<file path="src/rtl/pps_qualifier.sv">
// Synchronises raw PPS, measures edge-to-edge period, qualifies edges into a one-cycle o_pps plus lock status.
// o_pps lands 3 clocks after i_pps is first sampled high; no backpressure. Flywheel/holdover enabled by PPS_FLYWHEEL_EN.
module pps_qualifier #(
  parameter int unsigned CLOCK_RATE_HZ = 50_000_000,
  parameter int unsigned TOLERANCE     = 5_000,
  parameter int unsigned LOCK_COUNT    = 3,
  parameter int unsigned HOLDOVER_SECS = 8
) (
  input  logic        i_clk,
  input  logic        i_reset,
  input  logic        i_pps,
  output logic        o_pps,
  output logic [31:0] o_period,
  output logic        o_locked,
  output logic        o_missing
);

  localparam logic [31:0] P_MIN  = 32'(CLOCK_RATE_HZ - TOLERANCE);
  localparam logic [31:0] P_MAX  = 32'(CLOCK_RATE_HZ + TOLERANCE);
  localparam logic [31:0] P_TMO  = P_MAX - 32'd1;
  localparam logic [3:0]  LOCK_N = 4'(LOCK_COUNT);

`ifdef PPS_FLYWHEEL_EN
  typedef enum logic [1:0] {SEARCH, ACQUIRE, LOCKED, HOLDOVER} state_t;
  localparam logic [31:0] FLY_FIRST = 32'(2 * CLOCK_RATE_HZ - 1);
  localparam logic [31:0] FLY_NEXT  = 32'(CLOCK_RATE_HZ - 1);
  localparam logic [15:0] HOLD_N    = 16'(HOLDOVER_SECS);
`else
  typedef enum logic [1:0] {SEARCH, ACQUIRE, LOCKED} state_t;
`endif

  state_t      r_state, w_state_nxt;
  logic        r_sync1, r_sync2, r_sync3, r_edge;
  logic [31:0] r_cnt;
  logic [3:0]  r_good, w_good_nxt, w_good_inc;
  logic        w_pps_nxt, w_missing_nxt, w_edge, w_timeout, w_valid, w_locked_now;
  logic [31:0] w_period;
`ifdef PPS_FLYWHEEL_EN
  logic [31:0] r_fly;
  logic [15:0] r_nsynth, w_nsynth_inc;
  logic        w_fly_due;
`endif

  assign w_edge     = r_sync2 & ~r_sync3;
  assign w_period   = (r_cnt == 32'hFFFF_FFFF) ? r_cnt : r_cnt + 32'd1;
  assign w_valid    = (w_period >= P_MIN) && (w_period <= P_MAX);
  // An edge landing on the timeout cycle wins, so P_MAX itself stays valid.
  assign w_timeout  = (r_cnt == P_TMO) && !r_edge;
  assign w_good_inc = r_good + 4'd1;

`ifdef PPS_FLYWHEEL_EN
  assign w_locked_now = (r_state == LOCKED) || (r_state == HOLDOVER);
  assign w_nsynth_inc = r_nsynth + 16'd1;
  assign w_fly_due    = (r_nsynth == 16'd0) ? (r_fly == FLY_FIRST) : (r_fly == FLY_NEXT);
`else
  assign w_locked_now = (r_state == LOCKED);
`endif

  always_ff @(posedge i_clk or posedge i_reset) begin
    if (i_reset) begin
      r_state   <= SEARCH;
      r_good    <= 4'd0;
      o_pps     <= 1'b0;
      o_missing <= 1'b0;
      o_locked  <= 1'b0;
    end else begin
      r_state   <= w_state_nxt;
      r_good    <= w_good_nxt;
      o_pps     <= w_pps_nxt;
      o_missing <= w_missing_nxt;
      o_locked  <= w_locked_now;
    end
  end

  always_comb begin
    w_state_nxt   = r_state;
    w_good_nxt    = r_good;
    w_pps_nxt     = 1'b0;
    w_missing_nxt = 1'b0;
    case (r_state)
      SEARCH: begin
        if (r_edge) begin
          w_state_nxt = ACQUIRE;
          w_good_nxt  = 4'd0;
        end
      end
      ACQUIRE: begin
        if (r_edge) begin
          if (w_valid) begin
            w_good_nxt = w_good_inc;
            if (w_good_inc == LOCK_N) begin
              w_state_nxt = LOCKED;
              w_pps_nxt   = 1'b1;
            end
          end else begin
            w_good_nxt = 4'd0;
          end
        end else if (w_timeout) begin
          w_state_nxt = SEARCH;
        end
      end
      LOCKED: begin
        if (r_edge) begin
          if (w_valid) begin
            w_pps_nxt = 1'b1;
          end else begin
            w_state_nxt = ACQUIRE;
            w_good_nxt  = 4'd0;
          end
        end else if (w_timeout) begin
          w_missing_nxt = 1'b1;
`ifdef PPS_FLYWHEEL_EN
          w_state_nxt   = HOLDOVER;
`else
          w_state_nxt   = SEARCH;
`endif
        end
      end
`ifdef PPS_FLYWHEEL_EN
      HOLDOVER: begin
        if (r_edge) begin
          w_state_nxt = ACQUIRE;
          w_good_nxt  = 4'd0;
        end else if (w_fly_due) begin
          w_pps_nxt = 1'b1;
          if (w_nsynth_inc == HOLD_N) w_state_nxt = SEARCH;
        end
      end
`endif
      default: w_state_nxt = SEARCH;
    endcase
  end

  always_ff @(posedge i_clk or posedge i_reset) begin
    if (i_reset) begin
      r_sync1  <= 1'b0;
      r_sync2  <= 1'b0;
      r_sync3  <= 1'b0;
      r_edge   <= 1'b0;
      r_cnt    <= 32'd0;
      o_period <= 32'd0;
    end else begin
      r_sync1 <= i_pps;
      r_sync2 <= r_sync1;
      r_sync3 <= r_sync2;
      r_edge  <= w_edge;
      if (r_edge) begin
        r_cnt    <= 32'd0;
        o_period <= w_period;
      end else if (r_cnt != 32'hFFFF_FFFF) begin
        r_cnt <= r_cnt + 32'd1;
      end
    end
  end

`ifdef PPS_FLYWHEEL_EN
  // r_fly times from the last emitted second, real or synthetic.
  always_ff @(posedge i_clk or posedge i_reset) begin
    if (i_reset) begin
      r_fly    <= 32'd0;
      r_nsynth <= 16'd0;
    end else begin
      if (w_pps_nxt) r_fly <= 32'd0;
      else if (r_fly != 32'hFFFF_FFFF) r_fly <= r_fly + 32'd1;
      if (r_state != HOLDOVER) r_nsynth <= 16'd0;
      else if (w_pps_nxt) r_nsynth <= w_nsynth_inc;
    end
  end
`endif

endmodule

</file>
<file path="config.mk">
export PLATFORM = sky130hd
export DESIGN_NAME = pps_qualifier
export DESIGN_NICKNAME = d
export VERILOG_FILES = /design/src/rtl/pps_qualifier.sv
export SDC_FILE = /design/constraint.sdc
export NUM_CORES = 1
export LEC_CHECK = 0
export BUFFER_PORTS_ARGS = -buffer_cell sky130_fd_sc_hd__buf_2
export CAP_MARGIN = 20
export CORE_MARGIN = 1.5
export CORE_UTILIZATION = 62
export CTS_BUF_LIST = sky130_fd_sc_hd__clkbuf_8
export CTS_CLUSTER_DIAMETER = 60
export DETAILED_ROUTE_END_ITERATION = 8
export HOLD_SLACK_MARGIN = 0.03
export PLACE_DENSITY = 0.88
export SKIP_CTS_REPAIR_TIMING = 1
export SYNTH_ARGS = -nofsm -noshare
export SYNTH_HDL_FRONTEND = slang
export SYNTH_SLANG_ARGS = --single-unit
</file>
<file path="constraint.sdc">
create_clock -name i_clk -period 4.6 [get_ports i_clk]
set_input_delay 0.92 -clock i_clk [delete_from_list [all_inputs] [get_ports i_clk]]
set_output_delay 0.92 -clock i_clk [all_outputs]
set_load 0.01 [all_outputs]
</file>
Word level (Yosys, flattened, before mapping)
Index checks and enable logic that the tools add are counted.
{"block": "word_totals", "regBits": 77, "latch_bits": 0, "mem_bits_rw": 0, "mem_bits_ro": 0, "inputBits": 3, "output_inout_bits": 35, "wordCells": 64, "mem_count": 0}
{"block": "op_classes", "addsub": 2, "n_mul": 0, "div_mod_pow": 0, "magnitude_cmp": 2, "n_eq_ne": 13, "shifts": 0, "n_mux": 26, "n_bitwise": 2, "n_reduce_logical": 8}
{"op": "$mux 32", "count": 3}
{"op": "$add 32x1->32 const B", "count": 1}
{"op": "$eq 32x26->1 const B", "count": 1}
{"op": "$eq 32x32->1 const B", "count": 1}
{"op": "$ge 32x26->1 const B", "count": 1}
{"op": "$le 32x26->1 const B", "count": 1}
{"op": "$ne 32x32->1 const B", "count": 1}
{"op": "$mux 4", "count": 5}
{"op": "$mux 2", "count": 7}
{"op": "$pmux 4 s3", "count": 1}
{"op": "$ne 3x3->1 const B", "count": 3}
{"op": "$mux 1", "count": 8}
{"op": "$ne 2x2->1 const B", "count": 4}
{"op": "$pmux 2 s3", "count": 1}
{"op": "$reduce_and 5->1", "count": 1}
{"op": "$add 4x1->4 const B", "count": 1}
{"op": "$eq 4x2->1 const B", "count": 1}
{"op": "$reduce_and 4->1", "count": 1}
{"op": "$reduce_bool 3->1", "count": 1}
{"op": "$eq 2x1->1 const B", "count": 1}
{"op": "$eq 2x2->1 const B", "count": 1}
{"op": "$logic_and 1x1->1", "count": 2}
{"op": "$logic_not 2->1", "count": 1}
{"op": "$pmux 1 s2", "count": 1}
{"op": "4 further kinds", "count": 4}

Logic depth before layout (Yosys ltp)
Gate-level depths: netlist of run 1.
{"block": "logic_depth", "ltp_word": 7, "ltp_mapped": 14, "ltp_nobuf": 12}

Worst setup path before layout of run 1
OpenSTA, ideal clock, no wires.
{"block": "synth_path", "path_type": "register -> register", "from": "register r_cnt[0]", "to": "register r_good[1]", "setup_time_ns": 0.125, "arrival_ns": 3.363, "required_time_ns": 4.475, "slack_ns": 1.112, "path_stages_with_launch": 15, "n_path_buf": 2, "period_less_slack_ns": 3.488, "path_cell_list": "dfrtp_1 > ha_1 > and2_1 > clkbuf_1 > and3_1 > buf_2 > a31oi_1 > xor2_1 > o41ai_1 > a31oi_1 > nor4b_2 > nor2_1 > or3_4 > a31o_4 > mux2_4"}
{"block": "synth_via", "elab_chain_len": 7, "elab_cells_between_ends": 11, "cone_classes": "1 x add/sub; 2 x order compare; 2 x eq/ne; 4 x mux; 2 x reduce/logical"}
{"element": "start, declared", "line_no": "34", "rtl": "logic [31:0] r_cnt;"}
{"element": "start signal, assigned", "line_no": "151", "rtl": "r_cnt <= r_cnt + 32'd1;"}
{"element": "$add 32x1->32 or $eq 32x32->1 (tied branches)", "line_no": "45", "rtl": "assign w_period = (r_cnt == 32'hFFFF_FFFF) ? r_cnt : r_cnt + 32'd1;"}
{"element": "$mux 32 (*)", "line_no": "45"}
{"element": "$ge 32x26->1 or $le 32x26->1 (tied branches)", "line_no": "46", "rtl": "assign w_valid = (w_period >= P_MIN) && (w_period <= P_MAX);"}
{"element": "$logic_and 1x1->1 (*)", "line_no": "46"}
{"element": "$mux 4", "line_no": "89", "rtl": "if (w_valid) begin"}
{"element": "$mux 4", "line_no": "88", "rtl": "if (r_edge) begin"}
{"element": "$pmux 4 s3", "line_no": "80", "rtl": "case (r_state)"}
{"element": "end signal, assigned", "line_no": "68", "rtl": "r_good <= w_good_nxt;"}
{"element": "end, declared", "line_no": "35", "rtl": "logic [3:0] r_good, w_good_nxt, w_good_inc;"}
Mark *: on every way between the ends. The rest lies on a longest branch, timed or not. The select of a mux whose other input is x is not followed.
A chain may end at the register's enable or synchronous reset.

Worst setup path after layout of run 1
Ends and elaborated chain as after synthesis.

==> flow_metrics.py, run 1 <==
metrics = {
    "status": {
        "run_status": "complete, no violations",
    },
    "power": {
        "swShare": 0.2882,
        "power_frac_clock": 0.345,
        "power.share.combinational": 0.173,
        "switching_power_mw": 0.4736,
        "p_int_mw": 1.170,
        "pwr_density_cell_nw_per_um2": 362.0,
        "vdd_drop_max_uv": 271.1,
        "power.leakage_nw": 1.969,
        "sequentialPowerShare": 0.482,
    },
    "detailed_routing": {
        "drc": 0,
        "drt_iter0_drc": 334,
        "via_per_inst": 6.432,
        "detail_route.wl_per_cell_um": 18.09,
        "via_count": 3525,
        "route.final.wire_length_mm": 9.913,
        "ant_nets": 0,
        "first_pass_iters": 5,
    },
    "placed_design": {
        "place_ws_ns": 0.5946,
        "post_place_cells": 532,
        "place_hpwl_mm": 7.156,
        "io_buffer_count": 37,
        "gp_congestion": 0.9977,
    },
    "clock_network": {
        "cts-htree-levels": 3,
        "cts_tree": "done",
        "cts_max_path_buffers": 2,
        "worst_skew_pair.late_latency_ns": 0.35,
        "clock-sinks": 77,
        "numCtsBuffers": 9,
        "clk_pin_slew_worst_paths_ns": 0.08,
        "clockRootBuffer": "clkbuf_8",
    },
    "timing": {
        "tightest_slew_ns": 0.9363,
        "setup_ws_ns": 0.5221,
        "finalHoldWorstSlack_ns": 0.3681,
        "timing.final.setup_violations": 0,
        "final_hold_vios": 0,
        "setup_repair_after_global_routing_missed_its_margin": "no",
        "period_needed_ns": 4.078,
        "final-max-slew-violation-count": 0,
        "timing.final.crit_share": 0.8865,
        "clock_skew_ns": 0.006363,
        "setup-tns-final_ns": 0,
        "timing.fmax_mhz": 245.2,
        "relSlewSlack": 0.3735,
    },
    "global_routing": {
        "grt_start_max_net_pins": 58,
        "grt_pass1_wl_mm": 16.44,
        "grt_use_total": 0.2926,
        "grt_pass1_vias": 3335,
        "overflow": 0,
        "antenna_found_initial": 0,
    },
    "yosys": {
        "mappedNetlistArea_um2": 4093,
        "yosys_warnings": 0,
        "postSynth.topFlopCell": "dfrtp_1",
        "async_reset_ff_frac": 1.000,
        "post_synth.cell_area_avg_um2": 9.365,
        "syn_nets": 447,
        "synth_edf_count": 0,
        "post_synth_inst_count": 437,
        "netlist-cell-type-count": 57,
        "synth_seq_cells": 77,
        "synth.yosys.seq_area_share": 0.4708,
    },
    "floorplanning": {
        "die_w_um": 84.25,
        "floorplan.die.height_um": 84.25,
        "ioPinCount": 38,
        "die_area_um2": 7097,
        "start_util": 0.6445,
        "fp-row-count": 29,
        "floorplan_core_area_um2": 6350,
    },
    "worst_setup_path": {
        "worstPathBufferInverterCount": 0,
        "worst-path-max-fanout": 13,
        "critical_setup_path_class": "register to register",
        "crit_path_start_kind": "register",
        "worstPathRequired_ns": 4.84,
        "critical_path.endpoint_type": "register",
        "critical_path.max_stage_delay_ns": 0.50,
        "crit_path_top_delay_cell": "and3_1",
        "crit_path_frequent_cell": "a31oi_1",
        "cp.arrival_ns": 4.32,
        "worst_path_dominant_cell_family": "simple AND/OR/NAND/NOR gates",
        "crit_path_cell_trace": "ha_1 > and2_1 > and3_1 > a31oi_1 > xnor2_1 > o41ai_1 > a31oi_1 > nor4b_2 > nor2_1 > or3_4 > a31o_4 > mux2_4",
    },
    "final_layout": {
        "finalCoreUtilization": 0.7149,
        "area_growth_pct": 10.91,
        "proportion_of_layout_cells_with_a_drive_suffix_above_1": 0.1720,
        "fillers": 491,
        "instances_no_fill": 548,
        "n_antenna_cell": 0,
        "final_nets": 476,
    },
    "hold_path": {
        "type_of_the_most_critical_hold_path": "register to register",
    },
    "run": {
        "drv.max_cap_violation_count": 0,
    },
}
==> cell type report <==
type	count	area, um2	share of cell area
clock inverters	6	87.58	0.01929
well taps	77	96.34	0.02122
multi-input cells	322	2014	0.4438
repair buffers	42	222.7	0.04906
inverters	14	52.55	0.01158
flip-flops and latches	77	1928	0.4248
clock buffers	10	137.6	0.03032
==> stage by stage <==
stage                     cell area [um2]  power [mW]
after floorplan                      4093      0.9956
after global placement               4314       1.067
after detailed placement             4314       1.085
after CTS                            4539       1.647
after global routing                 4539       1.714
final                                4539       1.643
==> sequential cells by signal, summed over array words and instances (netlist names), 2 cells and up <==
register and flops:
o_period 32, r_cnt 32, r_good 4, r_state 2
==> cell usage after synthesis, drive strengths merged, types with 2 or more instances <==
cell type   n  share of area
nor2       68          0.063
or2         2         0.0031
buf         7         0.0086
nand4b      2         0.0043
and2        8          0.012
o22ai       6         0.0092
mux2        6          0.017
nor4       11          0.021
or3         4         0.0086
nor4b       5          0.012
dfrtp      77           0.47
a41oi       2         0.0043
nand4      16          0.026
clkbuf     17          0.016
and4        7          0.015
ha          7          0.021
a31oi       5         0.0076
inv        14          0.013
nor2b       3         0.0046
o211ai      4         0.0073
nand3      19          0.023
nor3       12          0.017
a21boi      2         0.0037
or4         2         0.0055
xor2        8          0.017
and3        4         0.0061
o21ai       7         0.0086
mux2i       5          0.013
nand2      26          0.024
xnor2      19          0.041
a21oi      42          0.051
a211oi      5         0.0092
==> routing by layer <==
layer | up-vias | wire length (um) | GRT usage | share of wire
li1 | 1617 | - | - | -
met1 | 1704 | 4226 | 0.3997 | 0.43
met2 | 175 | 4821 | 0.4793 | 0.49
met3 | 29 | 653 | 0.04621 | 0.066
met4 | 0 | 212 | 0.1013 | 0.021
met5 | - | 0 | 0 | 0
==> layout by cell type, fill, tap and decap left out, types with 8 or more instances in the layout <==
| cell | synthesis | layout |
|---|---|---|
| a21oi_1 | 42 | 42 |
| buf_2 | 7 | 37 |
| clkbuf_8 | 0 | 10 |
| dfrtp_1 | 77 | 76 |
| inv_1 | 14 | 14 |
| nand2_1 | 26 | 26 |
| nand3_1 | 19 | 19 |
| nand4_1 | 15 | 15 |
| nor2_1 | 67 | 67 |
| nor3_1 | 10 | 10 |
| nor4_1 | 8 | 8 |
| xnor2_1 | 19 | 19 |
| xor2_1 | 8 | 8 |
==> cells by family (layout without fill, tap and decap cells) <==
group	Yosys count	count (layout)	share of synthesized area
muxes	11	11	0.03057
buffers and inverters	38	72	0.03699
AOI/OAI and AO/OA	85	85	0.1290
xor gates and xnor gates	27	27	0.05778
DFF	77	77	0.4708
adders and majority gates	7	7	0.02140
and+or+nand+nor	192	192	0.2534
==> path summary, 6_finish.rpt <==
| kind | start | end | slack [ns] | cells past startpoint |
|---|---|---|---|---|
| setup / recovery | r_cnt[0] | r_good[1] | 0.52 | 12 |
| hold / removal | r_sync1 | r_sync2 | 0.37 | 0 |
| setup reg to reg | r_cnt[0] | r_good[1] | 0.52 | 12 |
| hold reg to reg | r_sync1 | r_sync2 | 0.37 | 0 |
| max in group asynchronous | i_reset | r_edge | 2.86 | 3 |
| min in group asynchronous | i_reset | o_period[29] | 0.73 | 2 |
==> power groups by stage <==
| stage | Clock, mW | Combinational (mW) | Sequential [mW] |
|---|---|---|---|
| 6_report | 0.567 | 0.284 | 0.793 |
| 5_1_grt | 0.600 | 0.313 | 0.801 |
| 4_1_cts | 0.572 | 0.283 | 0.792 |
| 3_5_place_dp | 0 | 0.281 | 0.804 |
| 3_3_place_gp | 0 | 0.269 | 0.798 |
| 2_1_floorplan | 0 | 0.199 | 0.796 |
No activity file was read; power rests on OpenSTA's default activity.
==> run 2: changes to the inputs <==
==> constraint.sdc (replaced) <==
create_clock -name i_clk -period 4.6 [get_ports i_clk]
set_input_delay 0.23 -clock i_clk [delete_from_list [all_inputs] [get_ports i_clk]]
set_output_delay 0.23 -clock i_clk [all_outputs]
set_load 0.01 [all_outputs]
==> flow_metrics.py, run 2 (synthesized netlist as in run 1, its figures left out) <==
metrics = {
    "detailed_routing": {
        "drc": 0,
        "detail_route.wl_per_cell_um": 18.32,
        "route.final.wire_length_mm": 10.08,
        "ant_nets": 0,
        "drt_iter0_drc": 335,
        "first_pass_iters": 4,
        "via_count": 3494,
        "via_per_inst": 6.353,
    },
    "clock_network": {
        "clk_pin_slew_worst_paths_ns": 0.08,
        "cts_tree": "done",
        "numCtsBuffers": 9,
        "cts-htree-levels": 3,
        "cts_max_path_buffers": 2,
        "worst_skew_pair.late_latency_ns": 0.37,
        "clockRootBuffer": "clkbuf_8",
        "clock-sinks": 77,
    },
    "global_routing": {
        "antenna_found_initial": 0,
        "grt_use_total": 0.3020,
        "grt_pass1_vias": 3436,
        "grt_start_max_net_pins": 58,
        "overflow": 0,
        "grt_pass1_wl_mm": 16.77,
    },
    "worst_setup_path": {
        "crit_path_top_delay_cell": "and3_1",
        "worst-path-max-fanout": 13,
        "crit_path_frequent_cell": "a31oi_1",
        "critical_path.endpoint_type": "register",
        "crit_path_cell_trace": "ha_1 > and2_1 > and3_1 > a31oi_1 > xnor2_1 > o41ai_1 > a31oi_1 > nor4b_2 > nor2_1 > or3_4 > a31o_4 > mux2_4",
        "worstPathRequired_ns": 4.85,
        "crit_path_start_kind": "register",
        "cp.arrival_ns": 4.32,
        "critical_path.max_stage_delay_ns": 0.50,
        "critical_setup_path_class": "register to register",
    },
    "floorplanning": {
        "die_w_um": 84.25,
        "floorplan.die.height_um": 84.25,
        "start_util": 0.6445,
        "floorplan_core_area_um2": 6350,
        "die_area_um2": 7097,
        "fp-row-count": 29,
        "ioPinCount": 38,
    },
    "timing": {
        "timing.fmax_mhz": 245.4,
        "clock_skew_ns": 0.009512,
        "timing.final.crit_share": 0.8859,
        "final-max-slew-violation-count": 0,
        "setup_repair_after_global_routing_missed_its_margin": "no",
        "tightest_slew_ns": 0.9254,
        "setup-tns-final_ns": 0,
        "final_hold_vios": 0,
        "relSlewSlack": 0.3808,
        "period_needed_ns": 4.075,
        "timing.final.setup_violations": 0,
    },
    "placed_design": {
        "place_hpwl_mm": 7.195,
        "gp_congestion": 1.003,
        "io_buffer_count": 37,
    },
    "final_layout": {
        "area_growth_pct": 11.19,
        "final_nets": 478,
        "n_antenna_cell": 0,
        "largestRegisters": "o_period (32), r_cnt (32), r_good (4)",
        "layout_common_cells": "dfrtp_1, nor2_1, a21oi_1",
        "proportion_of_layout_cells_with_a_drive_suffix_above_1": 0.1712,
        "mostFrequentLayoutCell": "dfrtp_1",
    },
    "power": {
        "vdd_drop_max_uv": 281.2,
        "pwr_density_cell_nw_per_um2": 358.8,
        "total_power_mw": 1.633,
        "power.leakage_nw": 1.974,
    },
    "run": {
        "drv.max_cap_violation_count": 0,
    },
    "hold_path": {
        "type_of_the_most_critical_hold_path": "register to register",
    },
    "status": {
        "run_status": "complete, no violations",
    },
}
==> run 2: changes by cell type in the layout (fill, tap and decap cells not counted), sizes merged <==
cell / delta
clkinv: +1
clkbuf: -1
dlygate4sd3: +2
==> run 2: path summary, 6_finish.rpt <==
kind                               start            to  slack (ns)  depth (start not counted)
worst max-delay path            r_cnt[0]     r_good[1]        0.52                         12
worst min-delay path             r_sync1       r_sync2        0.36                          0
worst max register to register  r_cnt[0]     r_good[1]        0.52                         12
worst min register to register   r_sync1       r_sync2        0.36                          0
max in group asynchronous        i_reset        r_edge        3.04                          4
min in group asynchronous        i_reset  o_period[31]        0.51                          3
==> run 2: report_power, final <==
part	internal (mW)	switching, mW	total, mW
sequential	0.735	0.0565	0.791
clock	0.303	0.255	0.558
combinational	0.117	0.167	0.284
==> run 2: layout make-up <==
type | instances | area (um2)
timing repair buffer | 44 | 242.7
clock inverter | 7 | 92.59
clock buffer | 9 | 123.9
inverter | 14 | 52.55
tap | 77 | 96.34
multi-input combinational | 322 | 2014
fill | 478 | 1799
sequential | 77 | 1928
==> run 2: through the flow <==
stage	instance area [um2]	instances	hold slack, ns	util	worst slack [ns]
2_1_floorplan	4093	437	0.2614	-	1.112
3_3_place_gp	4314	532	0.3372	0.6794	0.6812
3_5_place_dp	4314	532	0.3399	0.6794	0.6118
4_1_cts	4531	548	-0.03870	0.7135	0.5840
5_1_grt	4551	550	0.3710	0.7167	0.3276
6_report	4551	550	0.3582	0.7167	0.5248
==> run 2: per-layer routing <==
| layer | up-vias | global-route usage | share of wire |
|---|---|---|---|
| met3 | 48 | 0.06981 | 0.064 |
| met5 | - | 0 | 0 |
| met4 | 0 | 0.1669 | 0.044 |
| met1 | 1649 | 0.3918 | 0.42 |
| li1 | 1638 | - | - |
| met2 | 159 | 0.4713 | 0.47 |
==> run 2: critical path, delay by kind of cell (launching register included) <==
kind,cells,cell delay [ns]
xor gates and xnor gates,1,0.21
and+or+nand+nor,5,1.60
adders and majority gates,1,0.30
AOI/OAI and AO/OA,4,1.08
DFF,1,0.46
muxes,1,0.31
